==> config.mk <==
export PLATFORM = sky130hd
export DESIGN_NAME = rs_syndrome_calc
export DESIGN_NICKNAME = d
export VERILOG_FILES = /design/src/rtl/rs_pkg.sv /design/src/rtl/rs_syndrome_calc.sv
export SDC_FILE = /design/constraint.sdc
export NUM_CORES = 1
export LEC_CHECK = 0
export ABC_AREA = 1
export BUFFER_PORTS_ARGS = -buffer_cell sky130_fd_sc_hd__clkbuf_2
export CAP_MARGIN = 40
export CORE_UTILIZATION = 39
export CTS_BUF_LIST = sky130_fd_sc_hd__clkbuf_8
export CTS_CLUSTER_SIZE = 14
export DETAILED_ROUTE_END_ITERATION = 12
export PLACE_DENSITY = 0.69
export SLEW_MARGIN = 20
export SYNTH_ARGS = -nofsm -noshare
export SYNTH_HDL_FRONTEND = slang
export SYNTH_SLANG_ARGS = --single-unit
==> constraint.sdc <==
create_clock -name clk -period 1.04 [get_ports clk]
set_clock_uncertainty 0.1 [all_clocks]
set_input_delay 0.208 -clock clk [delete_from_list [all_inputs] [get_ports clk]]
set_output_delay 0.208 -clock clk [all_outputs]
set_load 0.05 [all_outputs]
==> src/rtl/rs_pkg.sv <==
// Shared definitions for the RS receive path: field constants, FSM states,
// the alpha power table and GF(2^8) multiplication.
package rs_pkg;

    localparam int WORD_LENGTH = 8;
    localparam int N           = 15;
    localparam int K           = 11;
    localparam int NUM_PARITY  = N - K;
    localparam int CNT_W       = $clog2(N);
    localparam int PTR_W       = $clog2(K);

    localparam logic [WORD_LENGTH:0] PRIM_POLY = 9'h11D;

    typedef logic [WORD_LENGTH-1:0] symbol_t;

    typedef enum logic [2:0] {
        WAIT_SYMBOL,
        RECEIVE,
        CHECK,
        SEND_MESSAGE,
        ERROR
    } state_t;

    // alpha^0 .. alpha^15 under 0x11D; covers up to 16 parity symbols
    localparam symbol_t ALPHA_POW [0:15] = '{
        8'h01, 8'h02, 8'h04, 8'h08, 8'h10, 8'h20, 8'h40, 8'h80,
        8'h1D, 8'h3A, 8'h74, 8'hE8, 8'hCD, 8'h87, 8'h13, 8'h26
    };

    function automatic symbol_t gf_mult(input symbol_t a, input symbol_t b);
        symbol_t acc;
        symbol_t x;
        acc = '0;
        x   = a;
        for (int i = 0; i < WORD_LENGTH; i++) begin
            if (b[i]) begin
                acc = acc ^ x;
            end
            x = x[WORD_LENGTH-1] ? ((x << 1) ^ PRIM_POLY[WORD_LENGTH-1:0]) : (x << 1);
        end
        return acc;
    endfunction

endpackage

==> src/rtl/rs_syndrome_calc.sv <==
// N-K syndrome accumulators in Horner form; S_j is evaluated at alpha^j,
// the same roots the encoder generator polynomial uses.
module rs_syndrome_calc
    import rs_pkg::*;
(
    input  logic                              clk,
    input  logic                              rst,
    input  logic                              i_load,
    input  logic                              i_enable,
    input  logic [WORD_LENGTH-1:0]            i_symbol,
    output logic [NUM_PARITY*WORD_LENGTH-1:0] o_syndromes
);

    genvar gi;
    generate
        for (gi = 0; gi < NUM_PARITY; gi++) begin : g_syn
            logic [WORD_LENGTH-1:0] r_syn;

            // the start symbol seeds the accumulator so no separate clear cycle is needed
            always_ff @(posedge clk or posedge rst) begin
                if (rst) begin
                    r_syn <= '0;
                end else if (i_load) begin
                    r_syn <= i_symbol;
                end else if (i_enable) begin
                    r_syn <= gf_mult(r_syn, ALPHA_POW[gi]) ^ i_symbol;
                end
            end

            assign o_syndromes[gi*WORD_LENGTH +: WORD_LENGTH] = r_syn;
        end
    endgenerate

endmodule

Word-level counts from Yosys, hierarchy flattened
Index checks and enable logic that the tools add are counted.
{ "classes": {"n_bitwise": 10, "reduce_logical": 1, "n_mux": 22} }
{ "op_table": {"columns": ["op", "count"], "rows": [
  ["8-bit 2-to-1 mux", 16],
  ["8-bit XOR", 4],
  ["5-bit 2-to-1 mux", 6],
  ["4-bit inverter", 6],
  ["2-bit nonzero test", 1]
]} }
{ "totals": {"input_bits": 12, "wordCells": 37, "output_inout_bits": 32, "ff_bits": 32} }

Depth between registers and ports, before layout
Gate-level depths: netlist (run 1).
{ "logic_depth": {"depth_word": 11, "mapped_depth": 7} }

Worst setup path after synthesis (run 1)
OpenSTA, ideal clock, no wires.
{ "synth_path": {"kind": "reg2reg", "start": "register g_syn[3].r_syn[7]", "end": "register g_syn[3].r_syn[5]", "stages_incl_launch_ff": 8, "setup_slack_ps": -440, "t_arrival_ps": 1255, "t_required_ps": 815, "setup_ps": 125, "cell_sequence": "dfrtp_1 > inv_1 > nand2_1 > nand2_1 > nand2_1 > nand3_1 > nand2_1 > nand3_1"} }
{ "synth_via": {"elab_chain_cells": 8} }
{ "synth_lines": {"columns": ["element", "line", "text"], "rows": [
  ["start, declared", "rs_syndrome_calc.sv:17", "logic [WORD_LENGTH-1:0] r_syn;"],
  ["start signal, assigned", "rs_syndrome_calc.sv:24", "r_syn <= i_symbol;"],
  ["start signal, assigned", "rs_syndrome_calc.sv:26", "r_syn <= gf_mult(r_syn, ALPHA_POW[gi]) ^ i_symbol;"],
  ["5-bit 2-to-1 mux (*)", "rs_pkg.sv:39", "x = x[WORD_LENGTH-1] ? ((x << 1) ^ PRIM_POLY[WORD_LENGTH-1:0]) : (x << 1);"],
  ["4-bit inverter (no source line)", null, null],
  ["5-bit 2-to-1 mux (*)", "rs_pkg.sv:39", null],
  ["8-bit 2-to-1 mux (*)", "rs_syndrome_calc.sv:25", "end else if (i_enable) begin"],
  ["8-bit 2-to-1 mux (*)", "rs_syndrome_calc.sv:23", "end else if (i_load) begin"],
  ["8-bit XOR (*)", "rs_syndrome_calc.sv:26", null],
  ["8-bit 2-to-1 mux (*)", "rs_syndrome_calc.sv:25", null],
  ["8-bit 2-to-1 mux (*)", "rs_syndrome_calc.sv:23", null]
]} }
Every way passes the cells marked *; elsewhere a longest branch is shown, timed or not. The select of a mux whose other input is x is not followed.
A chain may end at the register's enable or synchronous reset.

Final worst setup path (run 1)
{ "layout_path": {"start": "register g_syn[3].r_syn[5]", "end": "output port o_syndromes[29]"} }
{ "layout_rtl": {"columns": ["element", "line", "text"], "rows": [
  ["end, declared", "rs_syndrome_calc.sv:11", "output logic [NUM_PARITY*WORD_LENGTH-1:0] o_syndromes"]
]} }
No word-level cell between the ends.

==> results of run 1 <==
-- cell usage in the layout (no fill, tap or decap) --
cell           instances
clkbuf_2              11
o221ai_2               1
inv_4                  1
o21ai_2                4
xor2_1                 9
inv_2                  5
buf_6                  8
o221ai_1               2
nor2_2                 4
dlygate4sd3_1          1
a21oi_4                1
clkbuf_8               9
buf_4                 40
nand2_4               10
xor2_2                 2
o21ai_0                1
buf_8                 23
nand3_2                8
buf_12                 4
clkbuf_16              5
inv_1                 19
o211ai_1               5
nor2_4                 1
nand4_1                3
xnor2_1                4
o21bai_1               1
nand2_1               59
dfrtp_1                1
xnor2_4                1
dfrtp_2               31
inv_6                  3
o21ai_1               14
nand2_2               22
nand3_1               12
clkinv_2               1
a21oi_2                4
nor2_1                 7
-- per-stage QoR --
| step | utilization, % | total power, mW | cell area (um2) | std cells | hold slack (ns) |
|---|---|---|---|---|---|
| after detailed placement | 52.3 | 3.62 | 2290 | 355 | 0.154 |
| after CTS | 69.9 | 5.45 | 3060 | 388 | 0.0314 |
| after global placement | 52.3 | 3.59 | 2290 | 355 | 0.147 |
| after floorplan | - | 3.06 | 1840 | 240 | 0.195 |
| after global routing | 74.5 | 6.07 | 3270 | 389 | 0.0526 |
| final | 74.5 | 5.82 | 3270 | 389 | 0.0333 |
-- worst paths after layout --
kind	start	to	slack, ns	cells past startpoint
min in group asynchronous	rst	g_syn[0].r_syn[5]	0.39	4
min reg2reg	g_syn[0].r_syn[4]	g_syn[0].r_syn[4]	0.49	2
max	g_syn[3].r_syn[5]	o_syndromes[29]	-0.21	1
max in group asynchronous	rst	g_syn[0].r_syn[3]	0.24	4
max reg2reg	g_syn[2].r_syn[7]	g_syn[2].r_syn[4]	-0.20	7
min	i_symbol[2]	g_syn[1].r_syn[2]	0.03	2
-- routing by layer --
layer / GRT usage, % / vias up
li1: - / 966
met1: 34.0 / 966
met2: 42.3 / 78
met3: 3.92 / 15
met4: 8.62 / 0
met5: 0 / -
-- power groups by stage --
stage	sequential [mW]	clock (mW)	combinational, mW
6_report	1.75	0.944	3.12
3_3_place_gp	1.73	0	1.86
3_5_place_dp	1.74	0	1.89
4_1_cts	1.70	0.946	2.80
5_1_grt	1.77	1.02	3.28
2_1_floorplan	2.44	0	0.628
-- synth_stat cells (all sizes together) --
| master | n | area [um2] |
|---|---|---|
| nand2 | 91 | 342 |
| dfrtp | 32 | 801 |
| inv | 26 | 97.6 |
| nand3 | 20 | 100 |
| o21ai | 19 | 95.1 |
| nor2 | 12 | 52.6 |
| xor2 | 11 | 96.3 |
| buf | 6 | 35.0 |
| a21oi | 5 | 25.0 |
| o211ai | 5 | 37.5 |
| xnor2 | 5 | 43.8 |
| nand4 | 3 | 18.8 |
| o221ai | 3 | 26.3 |
| clkbuf | 1 | 3.75 |
| o21bai | 1 | 7.51 |
-- timing repair --
item	4_1_cts	5_1_grt
hold buffers	1	0
setup endpoints to repair	42	54
pin swaps	6	14
hold endpoints to repair	32	0
gates resized for setup	112	70
setup buffers	24	2
-- area by class of cell --
| type | instances | area, um2 | area share, % |
|---|---|---|---|
| multi-input combinational | 175 | 1110 | 33.8 |
| sequential | 32 | 840 | 25.7 |
| tap | 52 | 65.1 | 1.99 |
| inverter | 26 | 115 | 3.52 |
| timing repair buffer | 96 | 1060 | 32.5 |
| clock inverter | 3 | 12.5 | 0.383 |
| clock buffer | 5 | 68.8 | 2.11 |
-- cells by family after synthesis --
kind of cell              synth area share, %
buffers and inverters                    7.65
AOI/OAI and AO/OA                        10.7
and+or+nand+nor                          28.8
xor gates and xnor gates                 7.86
DFF                                      44.9
==> impl_metrics.csv, run 1 <==
group,metric,value,unit
synthesis,ys_seq_area_share,44.9,%
run_status,status,"finished, violations left",
synthesis,syn_area_per_cell,7.42,um2
setup_path,startpoint_type,"flip-flop",
place,gp_congestion,0.900,
pwr,peakVddDrop,1.10,mV
die,die_y,69.6,um
synthesis,syn_inst,240,
clock_tree,cts_root_buf,"clkbuf_8",
timing,final-setup-viol-count,51,
pwr,p_int,3.34,mW
clock_tree,cts_sinks,32,
setup_path,required,0.73,ns
synthesis,ys_ff_latch,32,
global_routing,grt_pass1_wl,9640,um
die,start_util,40.6,%
cells_and_area,regMostFlops,"g_syn.r_syn",
setup_path,path_max_fanout,6,
cells_and_area,largest_reg_flops,32,
clock_tree,cts-htree-levels,2,
timing,period_share,121,%
cells_and_area,reg_top3,"g_syn.r_syn x32",
setup_path,crit_chain,"buf_8",
timing,period_minus_slack,1.25,ns
die,io_pins,44,
drt,m1WireLength,2550,um
drt,post-route-drc-count,0,
clock_tree,cts_made_buffers,5,
drt,wirelength,6070,um
timing,layout_setup_ws,-0.215,ns
synthesis,synth_nets,252,
setup_path,crit_type,"reg2out",
pwr,power_frac_seq,30.1,%
pwr,power_frac_clock,16.2,%
pwr,power_density,1780,nW/um2
drt,route.met2.wl,3090,um
cells_and_area,fillers,326,
pwr,switching_share,42.6,%
drt,firstDrtPassIters,4,
timing,tightest_slew,0.325,ns
drt,vias,2025,
synthesis,synth_area,1780,um2
cells_and_area,drive_gt1_share,59.1,%
global_routing,antenna_found_initial,0,
cells_and_area,fin_nets,348,
setup_path,cp-end-kind,"output port",
die,core_area,4380,um2
run_status,violations,"setup timing",
clock_tree,cts_buffer_depth,2,
place,hpwl,3700,um
setup_path,cpPeakStageDelay,0.48,ns
clock_tree,path_clk_slew,0.07,ns
timing,fmax,0.797,GHz
clock_tree,cts_tree,"done",
setup_path,crit_path_top_delay_cell,"dfrtp_2",
drt,vias_per_cell,5.21,
timing,rsz0062_at_grt,"yes",
pwr,p_sw,2.48,mW
drt,drtIter0Drc,171,
setup_path,arrival,0.95,ns
drt,final_antenna_net_count,0,
clock_tree,clk_latency,0.29,ns
setup_path,crit_family,"flip-flops",
timing,slew_headroom,78.2,%
synthesis,yosysWarnings,0,
global_routing,grt_pass1_vias,2015,
global_routing,grt_use_total,25.5,%
timing,slew_viol_final,0,
global_routing,overflow,0,
die,rows,24,
setup_path,cp.buffers_inverters,1,
cells_and_area,syn_to_final_growth,83.4,%
die,dieArea,4840,um2
timing,tns,-6.85,ns
pwr,p_leak,1.56,nW
pwr,power_frac_comb,53.7,%
die,die_w,69.6,um
drt,wl_met3,326,um
place,pre_cts_ws,-0.325,ns
worst_hold_path,hold_class,"in2reg",
cells_and_area,n_antenna_cell,0,
drt,routedWlPerCell,15.6,um
drt,highest_layer,"met4",
timing,hold_violations,0,
place,portBuffers,43,
synthesis,synthDistinctLibCells,19,
global_routing,grt_max_degree,33,
job,cap_viol_max_count,0,
Note: power is estimated with default switching activity, not from simulation.
==> inputs of run 2 (changes only) <==
--- a/config.mk
+++ b/config.mk
@@ -5,7 +5,6 @@
 export SDC_FILE = /design/constraint.sdc
 export NUM_CORES = 1
 export LEC_CHECK = 0
-export ABC_AREA = 1
 export BUFFER_PORTS_ARGS = -buffer_cell sky130_fd_sc_hd__clkbuf_2
 export CAP_MARGIN = 40
 export CORE_UTILIZATION = 39
==> run 2 against run 1 <==
Compared with the run above:
- the flow still finishes with violations (setup timing)
- die area decreased by 0.47%
- maximum frequency shrank 15%
- first-iteration DRC count down 39%
- register-to-register slack lost 0.24 ns
- sequential power decreased by 5%
- via count shrank 4.4%
- cell count down 13%
- setup slack worse by 0.22 ns
- critical path type is now reg2reg
- largest power group unchanged
==> impl_metrics.csv, run 2 <==
group,metric,value,unit
cells_and_area,reg_top3,"g_syn.r_syn x32",
pwr,finalPower,5.73,mW
setup_path,crit_type,"reg2reg",
setup_path,cp-end-kind,"flip-flop",
timing,slew_viol_final,0,
synthesis,synth_area,1770,um2
setup_path,rr_worst_depth,4,
setup_path,path_max_fanout,2,
synthesis,ys_ff_latch,32,
timing,period_minus_slack,1.48,ns
cells_and_area,final_common_cell,"buf_4",
drt,vias_per_cell,5.72,
drt,vias,1935,
setup_path,required,1.12,ns
pwr,peakVddDrop,1.15,mV
setup_path,reg2reg_from,"g_syn[3].r_syn[6]",
setup_path,startpoint_type,"flip-flop",
clock_tree,cts_tree,"done",
place,portBuffers,43,
place,hpwl,3560,um
synthesis,syn_inst,192,
synthesis,synth.most_common_cell,"dfrtp_1",
drt,drtIter0Drc,105,
setup_path,r2r-end,"g_syn[3].r_syn[3]",
place,dpl.cell_count,304,
timing,layout_setup_ws,-0.438,ns
die,io_pins,44,
die,rows,24,
clock_tree,cts_buffer_depth,2,
cells_and_area,fin_nets,297,
synthesis,yosys-top-cells-count,"dfrtp_1, o21ai_0, a21oi_1, a22oi_1, clkbuf_1",
synthesis,synthFlopType,"dfrtp_1",
worst_hold_path,hold_end,"g_syn[3].r_syn[1]",
clock_tree,cts_made_buffers,5,
pwr,p_leak,1.51,nW
synthesis,syn_area_per_cell,9.23,um2
setup_path,crit_start,"g_syn[3].r_syn[6]",
setup_path,r2r_slack,-0.44,ns
die,dieArea,4820,um2
synthesis,ys_seq_area_share,45.2,%
clock_tree,cts_root_buf,"clkbuf_8",
clock_tree,cts_sinks,32,
place,dpl-instance-area,2410,um2
clock_tree,path_clk_slew,0.07,ns
cells_and_area,n_antenna_cell,0,
place,gp_congestion,0.829,
run_status,status,"finished, violations left",
worst_hold_path,hold_class,"in2reg",
synthesis,synth_area_leaders,"dfrtp_1, o21ai_0, a22oi_1",
clock_tree,cts-htree-levels,2,
cells_and_area,regMostFlops,"g_syn.r_syn",
run_status,violations,"setup timing",
global_routing,grt_use_total,26.1,%
global_routing,grt_pass1_wl,9700,um
synthesis,synth_nets,204,
drt,firstDrtPassIters,5,
global_routing,antenna_found_initial,0,
drt,post-route-drc-count,0,
cells_and_area,syn_to_final_growth,92.9,%
synthesis,synthDistinctLibCells,24,
die,start_util,40.7,%
setup_path,arrival,1.56,ns
timing,tightest_slew,0.456,ns
timing,final-setup-viol-count,55,
global_routing,grt_pass1_vias,1968,
die,die_w,69.4,um
pwr,power_density,1680,nW/um2
timing,rsz0062_at_grt,"yes",
timing,fmax,0.677,GHz
synthesis,synth_top_area_share,45.2,%
die,core_area,4350,um2
global_routing,overflow,0,
synthesis,async_reset_ff_share,100,%
drt,wirelength,6340,um
cells_and_area,final_cell_mix,"buf_4, dfrtp_2, buf_6",
die,die_y,69.4,um
timing,hold_violations,0,
job,cap_viol_max_count,0,
drt,routedWlPerCell,18.8,um
cells_and_area,final_area,3420,um2
timing,slew_headroom,69.5,%
synthesis,synth_edf_count,0,
cells_and_area,final_cells,338,
synthesis,yosysWarnings,0,
drt,final_antenna_net_count,0,
timing,period_share,142,%
cells_and_area,largest_reg_flops,32,
worst_hold_path,hold_start,"i_symbol[1]",
clock_tree,clk_latency,0.29,ns
cells_and_area,drive_gt1_share,61.5,%
global_routing,grt_max_degree,33,
synthesis,synth_area_leader_cell,"dfrtp_1",
worst_hold_path,whs_path_depth,2,
[run 2: cell type report]
cell class	count	area [um2]
Tap cell	52	65.1
Fill cell	250	935
Multi-Input combinational cell	131	1120
Clock buffer	6	82.6
Inverter	10	37.5
Timing Repair Buffer	105	1270
Clock inverter	2	7.51
Sequential cell	32	836
[run 2: logic make-up (layout without fill, tap and decap cells)]
family,Yosys count,count (layout),share of synthesized area (%)
AO/OA/AOI/OAI,80,80,29.1
flip-flops,32,32,45.2
AND/OR/NAND/NOR,30,30,7.83
buffers and inverters,29,123,6.28
XOR/XNOR,16,16,8.75
multiplexers,5,5,2.82
[run 2: metal layers]
metal | share of wire, % | track usage, % | up-vias
met1 | 41 | 33.9 | 947
met3 | 5.8 | 6.25 | 17
met2 | 51 | 41.1 | 80
met5 | 0 | 0 | -
li1 | - | - | 891
met4 | 2.6 | 12.2 | 0
[run 2: critical path, cell delays in order (launching register included)]
cell	delay, ns
dfrtp_2	0.44
xor2_2	0.26
xor2_1	0.22
mux2i_1	0.11
a221o_1	0.26
[run 2: power by group]
group | internal (mW) | switching [mW]
registers | 1.44 | 0.223
clock network | 0.520 | 0.481
logic | 1.56 | 1.50
total | 3.53 | 2.20
[run 2: how the worst max path moves through the flow]
stage                   endpoint  slack (ns)
2_1_floorplan  g_syn[3].r_syn[4]       -0.50
3_3_place_gp   g_syn[2].r_syn[3]       -0.36
3_5_place_dp   g_syn[2].r_syn[4]       -0.41
4_1_cts        g_syn[2].r_syn[4]       -0.41
5_1_grt        g_syn[3].r_syn[3]       -0.49
6_report       g_syn[3].r_syn[3]       -0.44
[run 2: stage by stage]
stage,util [%],hold slack [ns],TNS (ns),setup WS [ns]
after global routing,78.5,0.0976,-12.56,-0.488
final,78.5,0.107,-10.85,-0.438
after detailed placement,55.3,0.150,-6.39,-0.408
after global placement,55.3,0.145,-5.68,-0.361
after CTS,73.6,0.0893,-10.37,-0.412
after floorplan,-,0.222,-5.15,-0.498
[run 2: what timing repair did]
action / CTS / global route
endpoints found under the setup margin: 52 / 57
buffers inserted: 22 / 3
pin swaps: 11 / 19
endpoints found under the hold margin: 32 / 0
cloned: 0 / 0
resized for setup: 102 / 54
hold buffers: 1 / 0
